`src/rtl/register_file.sv`:
```
// register_file: multi-entry register file with load/inc/dec ops, two registered write-first read ports and a zero flag.
module register_file #(
  parameter int WIDTH  = 8,
  parameter int DEPTH  = 8,
  parameter int ADDR_W = 3
) (
  input  logic              i_clk,
  input  logic              i_rst,
  input  logic [1:0]        i_op,
  input  logic [ADDR_W-1:0] i_waddr,
  input  logic [WIDTH-1:0]  i_wdata,
  input  logic [ADDR_W-1:0] i_raddr_a,
  input  logic [ADDR_W-1:0] i_raddr_b,
  output logic [WIDTH-1:0]  or_rdata_a,
  output logic [WIDTH-1:0]  or_rdata_b,
  output logic              or_zero
);
  localparam logic [ADDR_W:0] DEPTH_L = (ADDR_W+1)'(DEPTH);
  logic [WIDTH-1:0] mem [DEPTH];
  logic [WIDTH-1:0] cur, nxt, rd_a, rd_b;
  logic w_ok, ra_ok, rb_ok, we;
  always_comb begin
    w_ok  = {1'b0, i_waddr} < DEPTH_L;
    ra_ok = {1'b0, i_raddr_a} < DEPTH_L;
    rb_ok = {1'b0, i_raddr_b} < DEPTH_L;
    we    = w_ok && i_op != 2'b00;
    cur   = w_ok ? mem[i_waddr] : '0;
    nxt   = i_op == 2'b01 ? i_wdata : i_op == 2'b10 ? cur + WIDTH'(1) : cur - WIDTH'(1);
    // write-first: a read hitting the entry being modified sees the new value
    rd_a  = !ra_ok ? '0 : (we && i_raddr_a == i_waddr) ? nxt : mem[i_raddr_a];
    rd_b  = !rb_ok ? '0 : (we && i_raddr_b == i_waddr) ? nxt : mem[i_raddr_b];
  end
  always_ff @(posedge i_clk) begin
    if (!i_rst) begin
      for (int i = 0; i < DEPTH; i++) mem[i] <= '0;
      or_rdata_a <= '0;
      or_rdata_b <= '0;
      or_zero    <= 1'b0;
    end else begin
      if (we) begin
        mem[i_waddr] <= nxt;
        or_zero      <= nxt == '0;
      end
      or_rdata_a <= rd_a;
      or_rdata_b <= rd_b;
    end
  end
endmodule

```
`config.mk`:
```
export PLATFORM = sky130hd
export DESIGN_NAME = register_file
export DESIGN_NICKNAME = d
export VERILOG_FILES = /design/src/rtl/register_file.sv
export SDC_FILE = /design/constraint.sdc
export NUM_CORES = 1
export LEC_CHECK = 0
export CORE_AREA = 8 8 137 139
export CTS_CLUSTER_SIZE = 25
export DETAILED_ROUTE_END_ITERATION = 7
export DIE_AREA = 0 0 145 147
export PLACE_DENSITY_LB_ADDON = 0.3
export SYNTH_ARGS = -nofsm -noshare
export SYNTH_HDL_FRONTEND = slang
export SYNTH_SLANG_ARGS = --single-unit
```
`constraint.sdc`:
```
create_clock -name i_clk -period 5.9 [get_ports i_clk]
set_input_delay 1.18 -clock i_clk [delete_from_list [all_inputs] [get_ports i_clk]]
set_output_delay 1.18 -clock i_clk [all_outputs]
set_load 0.1 [all_outputs]
```
# Word-level counts from Yosys, hierarchy flattened
# Memory sizes are Yosys's and may differ from the RTL's. A register that Yosys moved wholly into a read port is not among the register bits.
# Cells that the tools add are included.
# classes
n_mux,9
reduce_logical,5
n_eq_ne,2
add_sub_neg,2
# op_table
operator,n
8-bit 2-to-1 mux,3
8-bit by 1-bit adder with 8-bit output (second input constant),1
8-bit logical NOT,1
8-bit OR reduction,1
8-bit by 1-bit subtractor with 8-bit output (second input constant),1
1-bit 2-to-1 mux,5
3-bit 2-to-1 mux,1
2-bit by 1-bit equality test with 1-bit output (second input constant),1
2-bit equality test (second input constant),1
1-bit logical NOT,2
2-bit nonzero test,1
# totals
memories,1
inputBits,21
register_bits,1
elab_cells,20
ramBits,64
# memory_table
name,words,word_bits,read_ports,rd_ports_with_merged_regs,write_ports,line,source
mem,8,8,3,2,8,19,logic [WIDTH-1:0] mem [DEPTH];

# Longest topological paths before layout
# logic_depth
word_depth,6
mapped_depth,16
mapped_depth_nobuf,13

# Worst setup path after synthesis
# Ideal clock, no wire load.
# synth_timing
path_kind,input to register
from,input i_waddr[2]
to,memory mem[0][6] (data pin)
path_slack_ps,1650
path_stages,13
required_time_ps,5635
setup_time_ps,265
arrival_ps,3985
path_cell_list,buf_6 -> clkbuf_1 -> buf_1 -> mux4_2 -> mux2_2 -> fa_1 -> a21oi_1 -> o21ai_0 -> a21oi_1 -> xnor2_1 -> mux2i_1 -> clkbuf_1 -> nor2_1
# synth_lines
element,line,source
"start, declared",10,"input logic [ADDR_W-1:0] i_waddr,"
"end, declared",19,

==> impl_metrics.ini <==
[power_and_ir_drop]
internal_power_mw = 1.197
power_density_nw_per_um2 = 296.8
ir_drop_uv = 121.8
p_switching_uw = 545.8
power.leakage_nw = 2.231
sequential_fraction_of_design_power = 0.388
switching_fraction_of_total_power = 0.3131
report.power.total_mw = 1.743
power_frac_comb = 0.258
clk_network_pwr_share = 0.353

[critical_path]
critPathLaunch = i_waddr[2]
critPathKind = input pin to register
timing.critical_path.required_ns = 5.98
cpMostUsedCell = sky130_fd_sc_hd__o21ai_0
worst_path_max_delay_cell = sky130_fd_sc_hd__clkdlybuf4s50_1
cp-start-kind = input pin
worst_path_maximum_fanout = 20
timing.critical_path.max_delay_family = compound AO/OA/AOI/OAI gates
worst_setup_path_end_kind = register
critPathArrivalTime_ns = 4.68
crit-reg2reg-launch = mem[2][0]$_SDFFCE_PN0P_
crit_chain = clkdlybuf4s50_1 -> buf_4 -> mux2_2 -> a22oi_1 -> o22a_1 -> o21ai_0 -> ha_1 -> nand2_1 -> o21ai_0 -> a21oi_1 -> o31ai_1 -> mux2i_1 -> a211o_1 -> nor2_1
cp.buffers_inverters = 2
max_stage_delay_ns = 0.71

[synth]
ys_seq_elements = 81
post_synth_instance_area_um2 = 4907
synthesis.area_per_instance_um2 = 12.30
synth.top_cell.area_share = 0.3916
post_synth_main_area_contributors = sky130_fd_sc_hd__edfxtp_1 39%, sky130_fd_sc_hd__mux4_2 19%, sky130_fd_sc_hd__dfxtp_1 6.9%
synth-edff-count = 64
synth_area_leader_cell = sky130_fd_sc_hd__edfxtp_1
synth_nets = 428
yosysUniqueCellTypes = 43
async_flop_share = 0
yosys_warnings = 0
synth_sequential_area_ratio = 0.4610
yosys_most_used_dff = sky130_fd_sc_hd__edfxtp_1
synthesis.instances = 399

[timing]
worstMarginPinSlew_ns = 0.9918
max_slew_margin = 0.3367
timing.hold.ws_ns = 0.6221
final.period_utilization = 0.7811
hold_viol_final = 0
totalNegativeSetupSlack_ns = 0
finClkSkew_ns = 0.006521
final.min_clock_period_ns = 4.609
setup_repair_after_global_routing_missed_its_margin = false
max_clock_freq_ghz = 0.2170
maxSlewViolCount = 0
count_of_endpoints_failing_setup_in_the_final_report = 0

[finish]
filler_cell_count_in_the_final_layout = 1597
layout.cells.non_filler = 663
insertedDiodeCount = 0
design.final.nets = 462
fraction_of_final_layout_cells_with_drive_strength_greater_than_1 = 0.2306
final_core_occ = 0.3504
syn2layout_area_growth_pct = 19.66

[floorplan]
initial_utilization = 0.2929
die_w_um = 145
fp.coreArea_um2 = 16760
placement_rows = 48
io_pins = 38
die_area_um2 = 21320
dieHeight_um = 147

[run_status]
outcome = completed

[detailed_routing]
remaining_drc_errors = 0
postRouteWirelength_mm = 14.59
antenna_violating_nets_post_route = 0
routed-via-count = 3534
wl_per_cell_um = 22.01
post_drt_via_cell_ratio = 5.330
first_iter_violations = 334
dr.pass1.iters = 7

[clock_tree]
clock-sinks = 81
numCtsBuffers = 9
hold_buffers = 0
cts.repair_timing.setup_buffer_count = 0
clk_pin_slew_worst_paths_ns = 0.07
clock_insertion_delay_worst_skew_ns = 0.34
h-tree-depth = 3
cts_tree = built
cts_root_buffer = sky130_fd_sc_hd__clkbuf_16
max-clock-path-buffers = 2
number_of_resized_instances_in_the_post_cts_repair_step = 0

[global_routing]
number_of_global_route_vias_before_repair = 3793
grt_overflow = 0
antenna_found_initial = 0
grtUsageTotal = 0.1396
wire_length_of_the_first_global_routing_pass_mm = 22.63
grt_max_degree = 21

[placed_design]
buffer_ports.inserted = 37
place_congestion = 0.8653
placed_cells = 647
dpl_wire_length_mm = 10.39

[min_path]
hp-class = register to register
hold_start = or_zero$_SDFFE_PN0N_

[job]
max_cap_violations = 0
==> sequential cells by signal, indices dropped and copies added (netlist names) <==
register	cells
mem	64
or_rdata_b	8
or_zero	1
or_rdata_a	8
==> placed cells by master (no fill, tap or decap), drive strengths merged, types with 2 or more instances in the layout <==
| master | n |
|---|---|
| and3 | 5 |
| nor2 | 73 |
| dfxtp | 17 |
| o21bai | 2 |
| o21ai | 12 |
| o211a | 6 |
| a22oi | 2 |
| buf | 18 |
| mux2 | 22 |
| and2 | 3 |
| nor2b | 4 |
| nand2 | 37 |
| and4 | 2 |
| ha | 7 |
| edfxtp | 64 |
| nand3 | 5 |
| xor2 | 4 |
| xnor2 | 8 |
| a21oi | 10 |
| mux4 | 42 |
| mux2i | 18 |
| bufinv | 2 |
| inv | 9 |
| clkdlybuf4s50 | 37 |
| clkbuf | 10 |
| nand4 | 2 |
==> final cells by class <==
type / instances / area (µm²) / area share
Clock buffer: 10 / 229.0 / 0.03899
Sequential cell: 81 / 2262 / 0.3853
Multi-Input combinational cell: 279 / 2477 / 0.4219
Inverter: 7 / 26.28 / 0.004475
Clock inverter: 6 / 90.09 / 0.01534
Tap cell: 225 / 281.5 / 0.04794
Timing Repair Buffer: 55 / 505.5 / 0.08609
==> cell families (layout without fill, tap and decap cells) <==
family	Yosys count	count (layout)	share of synthesized area
xor+xnor	12	12	0.02142
mux	82	82	0.2815
buf+inv	39	78	0.03544
compound gates	42	42	0.06273
fa+ha+maj	8	8	0.02193
flops	81	81	0.4610
simple gates	135	135	0.1160
==> worst register-to-register path, cell delays in order (launching register included) <==
cell and delay, ns:
sky130_fd_sc_hd__edfxtp_1 0.43, sky130_fd_sc_hd__mux4_2 0.47, sky130_fd_sc_hd__mux2i_1 0.44, sky130_fd_sc_hd__inv_1 0.14, sky130_fd_sc_hd__fa_1 0.48, sky130_fd_sc_hd__a21oi_1 0.22, sky130_fd_sc_hd__o21ai_0 0.13, sky130_fd_sc_hd__a21oi_1 0.19
sky130_fd_sc_hd__xnor2_1 0.13, sky130_fd_sc_hd__mux2i_1 0.09, sky130_fd_sc_hd__buf_4 0.20, sky130_fd_sc_hd__and4_1 0.18, sky130_fd_sc_hd__a31o_1 0.20
==> cell usage after synthesis (2+ instances only) <==
cell type / n
sky130_fd_sc_hd__and3_1: 5
sky130_fd_sc_hd__mux2i_1: 18
sky130_fd_sc_hd__buf_6: 3
sky130_fd_sc_hd__a21oi_1: 8
sky130_fd_sc_hd__o21bai_1: 2
sky130_fd_sc_hd__nand4_1: 2
sky130_fd_sc_hd__o21ai_0: 12
sky130_fd_sc_hd__a21oi_2: 2
sky130_fd_sc_hd__mux2_4: 2
sky130_fd_sc_hd__dfxtp_1: 17
sky130_fd_sc_hd__buf_2: 4
sky130_fd_sc_hd__xnor2_1: 8
sky130_fd_sc_hd__ha_1: 7
sky130_fd_sc_hd__xor2_1: 4
sky130_fd_sc_hd__nor2b_1: 4
sky130_fd_sc_hd__inv_1: 7
sky130_fd_sc_hd__and4_1: 2
sky130_fd_sc_hd__clkbuf_1: 21
sky130_fd_sc_hd__a22oi_1: 2
sky130_fd_sc_hd__mux4_2: 42
sky130_fd_sc_hd__nor2_1: 73
sky130_fd_sc_hd__edfxtp_1: 64
sky130_fd_sc_hd__and2_1: 3
sky130_fd_sc_hd__mux2_2: 20
sky130_fd_sc_hd__buf_1: 4
sky130_fd_sc_hd__o211a_1: 6
sky130_fd_sc_hd__nand2_1: 37
sky130_fd_sc_hd__nand3_1: 5
==> through the flow <==
step,area (µm²),setup WS (ns)
final,5872,1.291
after global routing,5872,1.002
after CTS,5872,1.326
after detailed placement,5553,0.9703
after global placement,5553,1.047
after floorplan,4907,1.650
==> metal layers <==
layer / GRT usage / up-vias / share of wire
li1: - / 1562 / -
met1: 0.1626 / 1761 / 0.41
met2: 0.2355 / 172 / 0.50
met3: 0.02799 / 39 / 0.055
met4: 0.08259 / 0 / 0.035
met5: 0 / - / 0
==> power groups by stage <==
stage	registers, mW	logic (mW)	clock network (mW)
2_1_floorplan	0.756	0.243	0
3_3_place_gp	0.686	0.447	0
3_5_place_dp	0.689	0.449	0
4_1_cts	0.677	0.451	0.623
5_1_grt	0.681	0.479	0.641
6_report	0.677	0.450	0.616
==> final timing paths <==
path	to	slack, ns	cells past startpoint
max reg2reg	or_zero$_SDFFE_PN0N_	2.49	12
max	mem[7][7]$_SDFFCE_PN0P_	1.29	14
min reg2reg	or_zero$_SDFFE_PN0N_	0.62	2
min	or_zero$_SDFFE_PN0N_	0.62	2
No activity file was read; power rests on OpenSTA's default activity.
